### config.mk
export PLATFORM = sky130hd
export DESIGN_NAME = cv32e40p_tmr_breakage_monitor
export DESIGN_NICKNAME = d
export VERILOG_FILES = /design/src/rtl/cv32e40p_tmr_breakage_monitor.sv
export SDC_FILE = /design/constraint.sdc
export NUM_CORES = 1
export LEC_CHECK = 0
export CAP_MARGIN = 0
export CELL_PAD_IN_SITES_DETAIL_PLACEMENT = 1
export CELL_PAD_IN_SITES_GLOBAL_PLACEMENT = 2
export CORE_MARGIN = 1.5
export CORE_UTILIZATION = 38
export CTS_CLUSTER_SIZE = 28
export DETAILED_ROUTE_END_ITERATION = 10
export DONT_BUFFER_PORTS = 1
export GPL_ROUTABILITY_DRIVEN = 0
export GPL_TIMING_DRIVEN = 0
export PLACE_DENSITY_LB_ADDON = 0.12
export SYNTH_ARGS = -nofsm -noshare
export SYNTH_HDL_FRONTEND = slang
export SYNTH_SLANG_ARGS = --single-unit
### constraint.sdc
create_clock -name clk -period 4.1 [get_ports clk]
set_input_delay 1.23 -clock clk [delete_from_list [all_inputs] [get_ports clk]]
set_output_delay 1.23 -clock clk [all_outputs]
set_load 0.005 [all_outputs]
### src/rtl/cv32e40p_tmr_breakage_monitor.sv
// Leaky-bucket breakage monitor downstream of a TMR voter: per-replica error counters, sticky broken flags, TMR/DMR/FAILED mode.
// Optional: define CV32E40P_BREAKAGE_CLEAR_EN to let clear_i also drop broken flags and return to TMR_OK.
module cv32e40p_tmr_breakage_monitor #(
  parameter int unsigned INCREMENT          = 1,
  parameter int unsigned DECREMENT          = 1,
  parameter int unsigned BREAKING_THRESHOLD = 3,
  parameter int unsigned COUNT_BIT          = 8,
  parameter int unsigned INC_DEC_BIT        = 2
) (
  input  logic                   clk,
  input  logic                   rst_n,
  input  logic                   sample_i,
  input  logic [2:0]             err_i,
  input  logic                   clear_i,
  output logic [2:0]             broken_o,
  output logic [1:0]             mode_o,
  output logic [1:0]             healthy_sel_o,
  output logic                   uncorrectable_o,
  output logic                   fault_o,
  output logic [3*COUNT_BIT-1:0] count_o
);

  typedef enum logic [1:0] {
    TMR_OK   = 2'b00,
    DEGRADED = 2'b01,
    FAILED   = 2'b10
  } mode_e;

  localparam int unsigned          CNT_MAX   = (1 << COUNT_BIT) - 1;
  localparam bit                   THR_REACH = (BREAKING_THRESHOLD <= CNT_MAX);
  localparam logic [INC_DEC_BIT-1:0] INC_OP  = INCREMENT[INC_DEC_BIT-1:0];
  localparam logic [INC_DEC_BIT-1:0] DEC_OP  = DECREMENT[INC_DEC_BIT-1:0];
  localparam logic [COUNT_BIT:0]   INC_EXT   = (COUNT_BIT+1)'(INC_OP);
  localparam logic [COUNT_BIT:0]   DEC_EXT   = (COUNT_BIT+1)'(DEC_OP);
  localparam logic [COUNT_BIT:0]   MAX_EXT   = (COUNT_BIT+1)'(CNT_MAX);
  localparam logic [COUNT_BIT-1:0] THR_V     = COUNT_BIT'(BREAKING_THRESHOLD);

  logic [COUNT_BIT-1:0] cnt_q [3];
  logic [COUNT_BIT-1:0] cnt_d [3];
  logic [2:0]           broken_q, broken_d;
  mode_e                mode_q, mode_d;
  logic [1:0]           sel_q, sel_d;
  logic                 unc_q, unc_d;
  logic [COUNT_BIT:0]   sum;
  logic [1:0]           n_broken;
  logic [2:0]           err_eff;

  assign err_eff = err_i & ~broken_q;

  always_comb begin
    sum      = '0;
    broken_d = broken_q;
    for (int unsigned k = 0; k < 3; k++) begin
      cnt_d[k] = cnt_q[k];
      sum      = {1'b0, cnt_q[k]} + INC_EXT;
      if (clear_i) begin
        cnt_d[k] = '0;
      end else if (sample_i && !broken_q[k] && (mode_q != FAILED)) begin
        if (err_eff[k]) begin
          cnt_d[k] = (sum > MAX_EXT) ? MAX_EXT[COUNT_BIT-1:0] : sum[COUNT_BIT-1:0];
        end else begin
          cnt_d[k] = ({1'b0, cnt_q[k]} < DEC_EXT) ? '0 : cnt_q[k] - DEC_EXT[COUNT_BIT-1:0];
        end
      end
      if (THR_REACH && (cnt_d[k] >= THR_V)) broken_d[k] = 1'b1;
    end
`ifdef CV32E40P_BREAKAGE_CLEAR_EN
    if (clear_i) broken_d = '0;
`endif
  end

  // Mode follows the next broken vector so degraded selection lands in the same cycle as the flag.
  always_comb begin
    n_broken = 2'(broken_d[0]) + 2'(broken_d[1]) + 2'(broken_d[2]);
    mode_d   = mode_q;
    case (mode_q)
      TMR_OK: begin
        if (n_broken >= 2'd2)      mode_d = FAILED;
        else if (n_broken == 2'd1) mode_d = DEGRADED;
      end
      DEGRADED: if (n_broken >= 2'd2) mode_d = FAILED;
      FAILED:   mode_d = FAILED;
      default:  mode_d = FAILED;
    endcase
`ifdef CV32E40P_BREAKAGE_CLEAR_EN
    if (clear_i) mode_d = TMR_OK;
`endif
    sel_d = 2'd0;
    if (mode_d == DEGRADED) begin
      if (!broken_d[0])      sel_d = 2'd0;
      else if (!broken_d[1]) sel_d = 2'd1;
      else                   sel_d = 2'd2;
    end
    unc_d = 1'b0;
    if (sample_i) begin
      if (mode_q == TMR_OK)   unc_d = (err_i == 3'b111);
      if (mode_q == DEGRADED) unc_d = (err_eff == ~broken_q);
    end
  end

  always_ff @(posedge clk or negedge rst_n) begin
    if (!rst_n) begin
      for (int unsigned k = 0; k < 3; k++) cnt_q[k] <= '0;
      broken_q <= '0;
      mode_q   <= TMR_OK;
      sel_q    <= '0;
      unc_q    <= 1'b0;
    end else begin
      for (int unsigned k = 0; k < 3; k++) cnt_q[k] <= cnt_d[k];
      broken_q <= broken_d;
      mode_q   <= mode_d;
      sel_q    <= sel_d;
      unc_q    <= unc_d;
    end
  end

  always_comb begin
    count_o = '0;
    for (int unsigned k = 0; k < 3; k++) count_o[k*COUNT_BIT +: COUNT_BIT] = cnt_q[k];
  end

  assign broken_o        = broken_q;
  assign mode_o          = mode_q;
  assign healthy_sel_o   = sel_q;
  assign uncorrectable_o = unc_q;
  assign fault_o         = (mode_q == FAILED);

endmodule

==> run metrics, run 1 <==
PD cells=233 nW/um2; cts hold-fix bufs=0; #FFs+latches synth=32; pre-CTS WS=-0.666 ns; clk root buf=clkbuf_8; skew final=0.00977 ns; CP delay by family, top=simple AND/OR/NAND/NOR gates; CTS tree=yes; Final ANT Viol Nets=0; Worst-path clk slew=0.07 ns; power share of the sequential group=46.0%; simple-gate portion of the synthesized area=31.3%; Int Pwr=0.533 mW; Post-synth EDFFs=0; Synth Area in XOR/XNOR=2.22%; Pleak=1.25 nW; Worst Setup End Kind=flip-flop; Comb pwr share=10.6%; share of layout cells above drive strength 1=19.7%; CP max stage cell=or3b_4; top cells by area, synth=dfrtp_1, a21oi_1, nand2_1, nor2_1, nand3_1; Req. time, crit path=4.31 ns; WL final=9.47 mm; hold crit path type=flip-flop to flip-flop; routed vias=2816; nature of the critical path startpoint=primary input; Final setup viols=0; Met2 Wirelength=4.62 mm; Synth Area in Compound Gates=25.1%; status=complete, no violations; Syn Inst Count=342; Clock Sinks=32; post-synthesis cell area=2760 um2; async set-reset flop share out of synthesis=100%; CTS Buffer Depth=2; P_sw=0.207 mW; number of port buffers=0; Fillers=873; total CTS buffers=5; total congestion overflow=0; Core Region=6910 um2; WHS=0.527 ns; Synth-to-Final Area Change=15.1%; Yosys cell types=73; Final Slew Violations=0; First-pass DRT Iterations=4; wire per inst=21.0 um; Ports=40; fin nets=369; Initial Utilization=40.0%; post-synthesis sequential area ratio=29.0%; first-pass GRT wire length=15.0 mm; CP peak stage delay=0.44 ns; largest net degree at the start of global routing=33; area of the die=7790 um2; DRC errors left=0; fmax=253 MHz; largest family of logic cells by synthesized area=simple AND/OR/NAND/NOR gates; critical path type=primary input to flip-flop; n_diodes=0; Final period util=96.5%; adder-cell share of the synthesized area=3.89%; power share of the clock group=43.4%; VDD IR-drop max=0.102 mV; die height=88.3 um; CP cell instances=inv_1, nor3_2, buf_6, nand4_1, o2111ai_1, or3b_4, a2111oi_4, nand2_1, fa_1, or2_2, o21bai_1, a211oi_2; slew margin rel.=48.0%; WL met3=494 um; sw frac=28.0%; mux share of post-synthesis cell area=1.45%; vias in the first global route=2829; Pwr Total=0.740 mW; Max Used Layer=met4; chip width=88.3 um; setup tns final=0 ns; Worst EP arrival=4.16 ns; # H-tree levels=2; placed wire-length estimate=6.65 mm; fin crit period=3.96 ns; RSZ-0062 raised after global routing=yes; All-Layer GR Usage=25.3%; Max Cap Violations=0; Post-Route M1 WL=4.23 mm; predominant post-synthesis flop cell=dfrtp_1; Crit Path Max Fanout=10; Synth Warn #=0; final hold vios=0; worst-margin pin slew=0.773 ns; Worst-Skew Late Latency=0.30 ns; Synth area leader=dfrtp_1; DR vias/cell=6.24; row cnt=30; Post-Synthesis Net Count=357; initial antenna violation count=0; Worst Path Buf+Inv=2; Avg Cell Area, Syn=8.08 um2; Synth top area share=29.0%; Initial DRC Count=87; final setup margin=0.142 ns
[worst register-to-register path: stages (launching register included)]
cell and delay (ns):
dfrtp_2 0.47, inv_1 0.14, ha_4 0.18, or3b_4 0.43, o221ai_2 0.17, nand4_1 0.11, o2111ai_1 0.15, or3b_4 0.44
a2111oi_4 0.43, nand2_1 0.17, fa_1 0.43, or2_2 0.31, o21bai_1 0.21, a211oi_2 0.21
[routing by layer]
metal,up-vias,track usage (%)
li1,1309,-
met1,1425,33.5
met2,72,42.1
met3,10,4.29
met4,0,8.10
met5,-,0
[through the flow]
step | cell area (um2) | util [%] | instances
after floorplan | 2760 | - | 342
after global placement | 2880 | 41.8 | 438
after detailed placement | 2880 | 41.8 | 438
after CTS | 3040 | 44.0 | 449
after global routing | 3180 | 46.1 | 451
final | 3180 | 46.1 | 451
[worst paths after layout]
check,from,endpoint,slack [ns],depth (start not counted)
setup / recovery,sample_i,healthy_sel_o[0],0.14,12
hold / removal,mode_o[1],uncorrectable_o,0.53,1
setup reg to reg,count_o[0],healthy_sel_o[0],0.16,13
hold reg to reg,mode_o[1],uncorrectable_o,0.53,1
max in group asynchronous,rst_n,uncorrectable_o,3.39,0
min in group asynchronous,rst_n,count_o[17],0.62,0
[cells in the final DEF, fill, tap and decap left out, types with 9 or more instances in the layout]
cell type  instances
a21oi_1           22
clkbuf_1           9
dfrtp_1           28
inv_1             17
nand2_1           26
nand3_1           18
nor2_1            25
nor3_1            15
o21ai_0           18
or3_1              9
[state kept, by name, summed over array words and instances, names as in the netlist]
register	count
mode_o	2
count_o	24
healthy_sel_o	2
broken_o	3
uncorrectable_o	1
[cells in the mapped netlist (all sizes together) (3+ instances only)]
| master | n |
|---|---|
| xnor2 | 4 |
| dfrtp | 32 |
| and3 | 7 |
| or2 | 3 |
| nand3 | 18 |
| a2111oi | 3 |
| or3 | 9 |
| nor4 | 8 |
| clkbuf | 13 |
| nor2 | 26 |
| a221oi | 3 |
| nand2 | 26 |
| a31oi | 5 |
| o31ai | 3 |
| or3b | 3 |
| nand2b | 7 |
| nor4b | 4 |
| ha | 7 |
| a211oi | 10 |
| o21ai | 20 |
| inv | 20 |
| o221ai | 3 |
| nor2b | 5 |
| nor3 | 20 |
| xor2 | 3 |
| mux2i | 4 |
| nand4 | 5 |
| buf | 10 |
| a21oi | 22 |
[power groups by stage]
| stage | registers [mW] | logic, mW | clock network (mW) |
|---|---|---|---|
| 5_1_grt | 0.341 | 0.0866 | 0.338 |
| 3_3_place_gp | 0.345 | 0.0617 | 0 |
| 6_report | 0.340 | 0.0784 | 0.321 |
| 3_5_place_dp | 0.344 | 0.0630 | 0 |
| 4_1_cts | 0.339 | 0.0702 | 0.329 |
| 2_1_floorplan | 0.337 | 0.0457 | 0 |
[kinds of logic after synthesis]
family | Yosys count
fa+ha+maj | 8
mux | 4
xor+xnor | 7
compound gates | 97
flops | 32
simple gates | 151
buf+inv | 43
[cell type report]
| class | instances | area (um2) | share of cell area [%] |
|---|---|---|---|
| Tap cell | 96 | 120 | 3.78 |
| Sequential cell | 32 | 806 | 25.3 |
| Clock inverter | 3 | 42.5 | 1.34 |
| Inverter | 20 | 80.1 | 2.52 |
| Timing Repair Buffer | 6 | 41.3 | 1.30 |
| Buffer | 22 | 124 | 3.89 |
| Multi-Input combinational cell | 267 | 1900 | 59.7 |
| Clock buffer | 5 | 68.8 | 2.16 |
[timing repair]
| action | 4_1_cts | 5_1_grt |
|---|---|---|
| pin swaps | 2 | 4 |
| buffers inserted | 3 | 3 |
| setup endpoints to repair | 3 | 3 |
| gates resized for setup | 7 | 31 |
No activity file was read; power rests on OpenSTA's default activity.
==> run 2: changes to the inputs <==
--- a/config.mk
+++ b/config.mk
@@ -5,11 +5,12 @@
 export SDC_FILE = /design/constraint.sdc
 export NUM_CORES = 1
 export LEC_CHECK = 0
+export ABC_AREA = 1
 export CAP_MARGIN = 0
 export CELL_PAD_IN_SITES_DETAIL_PLACEMENT = 1
 export CELL_PAD_IN_SITES_GLOBAL_PLACEMENT = 2
 export CORE_MARGIN = 1.5
-export CORE_UTILIZATION = 38
+export CORE_UTILIZATION = 34
 export CTS_CLUSTER_SIZE = 28
 export DETAILED_ROUTE_END_ITERATION = 10
 export DONT_BUFFER_PORTS = 1
==> run 2 against run 1 <==
  * Design area rose by 2.0%
  * Critical path depth did not move
  * First-iteration DRC count rose by 41%
  * Critical endpoint unchanged
  * Largest cell class unchanged
  * Largest power group unchanged
==> run metrics, run 2 <==
Avg Cell Area, Syn=6.19 um2 (was 8.08 um2); P_sw=0.141 mW (was 0.207 mW); Worst-Skew Late Latency=0.29 ns (was 0.30 ns); CP max stage cell=clkbuf_1 (was or3b_4); worst-margin pin slew=0.660 ns (was 0.773 ns); Pwr Total=0.638 mW (was 0.740 mW); Pleak=1.71 nW (was 1.25 nW); reg2reg setup slack=0.66 ns (was 0.16 ns); Ports=40 (unchanged); CP peak stage delay=0.49 ns (was 0.44 ns); wire per inst=15.8 um (was 21.0 um); Fillers=1172 (was 873); RSZ-0062 raised after global routing=no (was yes); Worst Path Buf+Inv=3 (was 2); critical path type=primary input to flip-flop (unchanged); Comb pwr share=1.2% (was 10.6%); row cnt=34 (was 30); CTS tree=yes (unchanged); Final Slew Violations=0 (unchanged); All-Layer GR Usage=21.4% (was 25.3%); fin nets=508 (was 369); power share of the sequential group=49.4% (was 46.0%); Final period util=87.2% (was 96.5%); chip width=96.9 um (was 88.3 um); hold path startpoint=mode_o[1] (unchanged); Largest register FFs=24 (unchanged); CP delay by family, top=simple AND/OR/NAND/NOR gates (unchanged); Core Region=8640 um2 (was 6910 um2); cts hold-fix bufs=0 (unchanged); sw frac=22.2% (was 28.0%); area of the die=9390 um2 (was 7790 um2); first-pass GRT wire length=16.3 mm (was 15.0 mm); share of layout cells above drive strength 1=11.0% (was 19.7%); Int Pwr=0.497 mW (was 0.533 mW); setup tns final=0 ns (unchanged); hold crit path type=flip-flop to flip-flop (unchanged); Worst-path clk slew=0.08 ns (was 0.07 ns); Final ANT Viol Nets=0 (unchanged); final hold vios=0 (unchanged); slew margin rel.=56.0% (was 48.0%); most common cell after layout, fill and taps aside=nand2_1 (was dfrtp_1); number of port buffers=0 (unchanged); top cells by area, synth=dfrtp_1, nand2_1, inv_1, nand3_1, nor2_1 (was dfrtp_1, a21oi_1, nand2_1, nor2_1, nand3_1); Synth Warn #=0 (unchanged); PD cells=197 nW/um2 (was 233 nW/um2); WL final=9.49 mm (was 9.47 mm); post-synthesis sequential area ratio=26.7% (was 29.0%); WHS=0.615 ns (was 0.527 ns); VDD IR-drop max=0.170 mV (was 0.102 mV); Initial DRC Count=123 (was 87); clk root buf=clkbuf_8 (unchanged); total congestion overflow=0 (unchanged); Post-Synthesis Net Count=501 (was 357); Req. time, crit path=4.33 ns (was 4.31 ns); Critical Path Sink=healthy_sel_o[0] (unchanged); routed vias=3025 (was 2816); top cells by count, synth=nand2_1, inv_1, nor2_1 (was dfrtp_1, nand2_1, nor2_1); power share of the clock group=49.4% (was 43.4%); DRC errors left=0 (unchanged); FF+latch area=801 um2 (was 806 um2); n_diodes=0 (unchanged); CTS Buffer Depth=2 (unchanged); total CTS buffers=5 (unchanged); CP startpoint=clear_i (was sample_i); reg2reg start=count_o[1] (was count_o[0]); pre-CTS WS=-0.0552 ns (was -0.666 ns); Worst Setup End Kind=flip-flop (unchanged); Reg2Reg Capture Point=healthy_sel_o[0] (unchanged); nature of the critical path startpoint=primary input (unchanged); Worst EP arrival=3.80 ns (was 4.16 ns); fmax=280 MHz (was 253 MHz); die height=96.9 um (was 88.3 um); area occupied by multi-input gates=1840 um2 (was 1900 um2); Clock Sinks=32 (unchanged); final setup margin=0.527 ns (was 0.142 ns); most common cell in the synthesized netlist=nand2_1 (was dfrtp_1); fin crit period=3.57 ns (was 3.96 ns); CP cell instances=clkbuf_1, buf_2, a21oi_1, nand2_1, nand3_1, nor2_2, inv_1, fa_1, or2_2, nor2_1, nand3_1, nor2_1 (was inv_1, nor3_2, buf_6, nand4_1, o2111ai_1, or3b_4, a2111oi_4, nand2_1, fa_1, or2_2, o21bai_1, a211oi_2); Crit Path Max Fanout=10 (unchanged); #FFs+latches synth=32 (unchanged); Reg2Reg Depth=19 (was 13); Final setup viols=0 (unchanged); post-synthesis cell area=3000 um2 (was 2760 um2); Yosys cell types=37 (was 73); async set-reset flop share out of synthesis=100% (unchanged); vias in the first global route=3159 (was 2829); Synth area leader=dfrtp_1 (unchanged); initial antenna violation count=0 (unchanged); Post-synth EDFFs=0 (unchanged); predominant post-synthesis flop cell=dfrtp_1 (unchanged); skew final=0.00979 ns (was 0.00977 ns); Synth top area share=26.7% (was 29.0%); CP Depth=12 (unchanged); Max Cap Violations=0 (unchanged); fin area=3250 um2 (was 3180 um2); most frequent cells in the layout=nand2_1, inv_1, nor2_1 (was dfrtp_1, nand2_1, nor2_1); Initial Utilization=34.7% (was 40.0%); Synth-to-Final Area Change=8.31% (was 15.1%); # H-tree levels=2 (unchanged); status=complete, no violations (unchanged); largest net degree at the start of global routing=33 (unchanged); DR vias/cell=5.04 (was 6.24); First-pass DRT Iterations=4 (unchanged); placed wire-length estimate=7.47 mm (was 6.65 mm); dpl cell area=3130 um2 (was 2880 um2); Syn Inst Count=484 (was 342)
[run 2: how the worst min path moves through the flow]
stage / endpoint / slack [ns] / depth (start not counted)
2_1_floorplan: mode_o[1] / 0.54 / 1
3_3_place_gp: mode_o[1] / 0.60 / 1
3_5_place_dp: mode_o[1] / 0.60 / 1
4_1_cts: count_o[3] / 0.61 / 0
5_1_grt: count_o[4] / 0.61 / 0
6_report: mode_o[1] / 0.61 / 1
[run 2: metrics by stage]
step	utilization, %	std cells
floorplan	-	484
detailed placement	36.3	592
CTS	37.6	600
finish	37.6	600
global route	37.6	600
global placement	36.3	592
[run 2: kinds of logic after synthesis]
kind of cell / count (synthesis) / synth area share (%)
and+or+nand+nor: 283 / 42.4
buffers and inverters: 89 / 11.9
adders and majority gates: 10 / 4.42
DFF: 32 / 26.7
xor gates and xnor gates: 11 / 3.21
AOI/OAI and AO/OA: 59 / 11.3
[run 2: worst register-to-register path, cell delays in order (launching register included)]
cell	delay, ns
dfrtp_1	0.50
ha_1	0.30
nand3_1	0.16
nor2_1	0.18
nand2_1	0.07
nand2_1	0.09
nor2_1	0.06
nand3_2	0.13
nand2_1	0.07
o21ai_1	0.13
nand2_1	0.08
nand2_1	0.11
nand3_1	0.14
nor2_2	0.18
inv_1	0.10
fa_1	0.41
or2_2	0.31
nor2_1	0.18
nand3_1	0.10
nor2_1	0.10
[run 2: metal layers]
metal,share of wire [%],global-route usage [%]
met5,0,0
met4,0.78,4.01
met3,3.9,3.54
met2,47,35.4
met1,49,29.6
[run 2: final cells by class]
type / count / share of cell area, %
tap: 108 / 4.16
clock inverter: 3 / 1.31
clock buffer: 5 / 2.12
inverter: 78 / 9.02
sequential: 32 / 24.7
multi-input combinational: 363 / 56.7
buffer: 11 / 2.00
[run 2: repair_timing]
| item | 4_1_cts | 5_1_grt |
|---|---|---|
| setup buffers | 0 | 0 |
| setup endpoints to repair | 0 | 2 |
| resized for setup | 0 | 1 |
| endpoints found under the hold margin | 0 | 0 |
[run 2: power groups by stage]
stage               sequential [mW]  combinational [mW]  clock (mW)
floorplan                     0.322             0.00466           0
global placement              0.322             0.00762           0
detailed placement            0.322             0.00772           0
CTS                           0.315             0.00773       0.322
global route                  0.315             0.00853       0.335
finish                        0.315             0.00766       0.315
==> run 3: changes to the inputs <==
--- a/config.mk
+++ b/config.mk
@@ -11,7 +11,7 @@
 export CELL_PAD_IN_SITES_GLOBAL_PLACEMENT = 2
 export CORE_MARGIN = 1.5
 export CORE_UTILIZATION = 34
-export CTS_CLUSTER_SIZE = 28
+export CTS_CLUSTER_SIZE = 24
 export DETAILED_ROUTE_END_ITERATION = 10
 export DONT_BUFFER_PORTS = 1
 export GPL_ROUTABILITY_DRIVEN = 0
==> results of run 3 <==
Same layout as run 2: the final DEF is identical, and so are final timing and power.
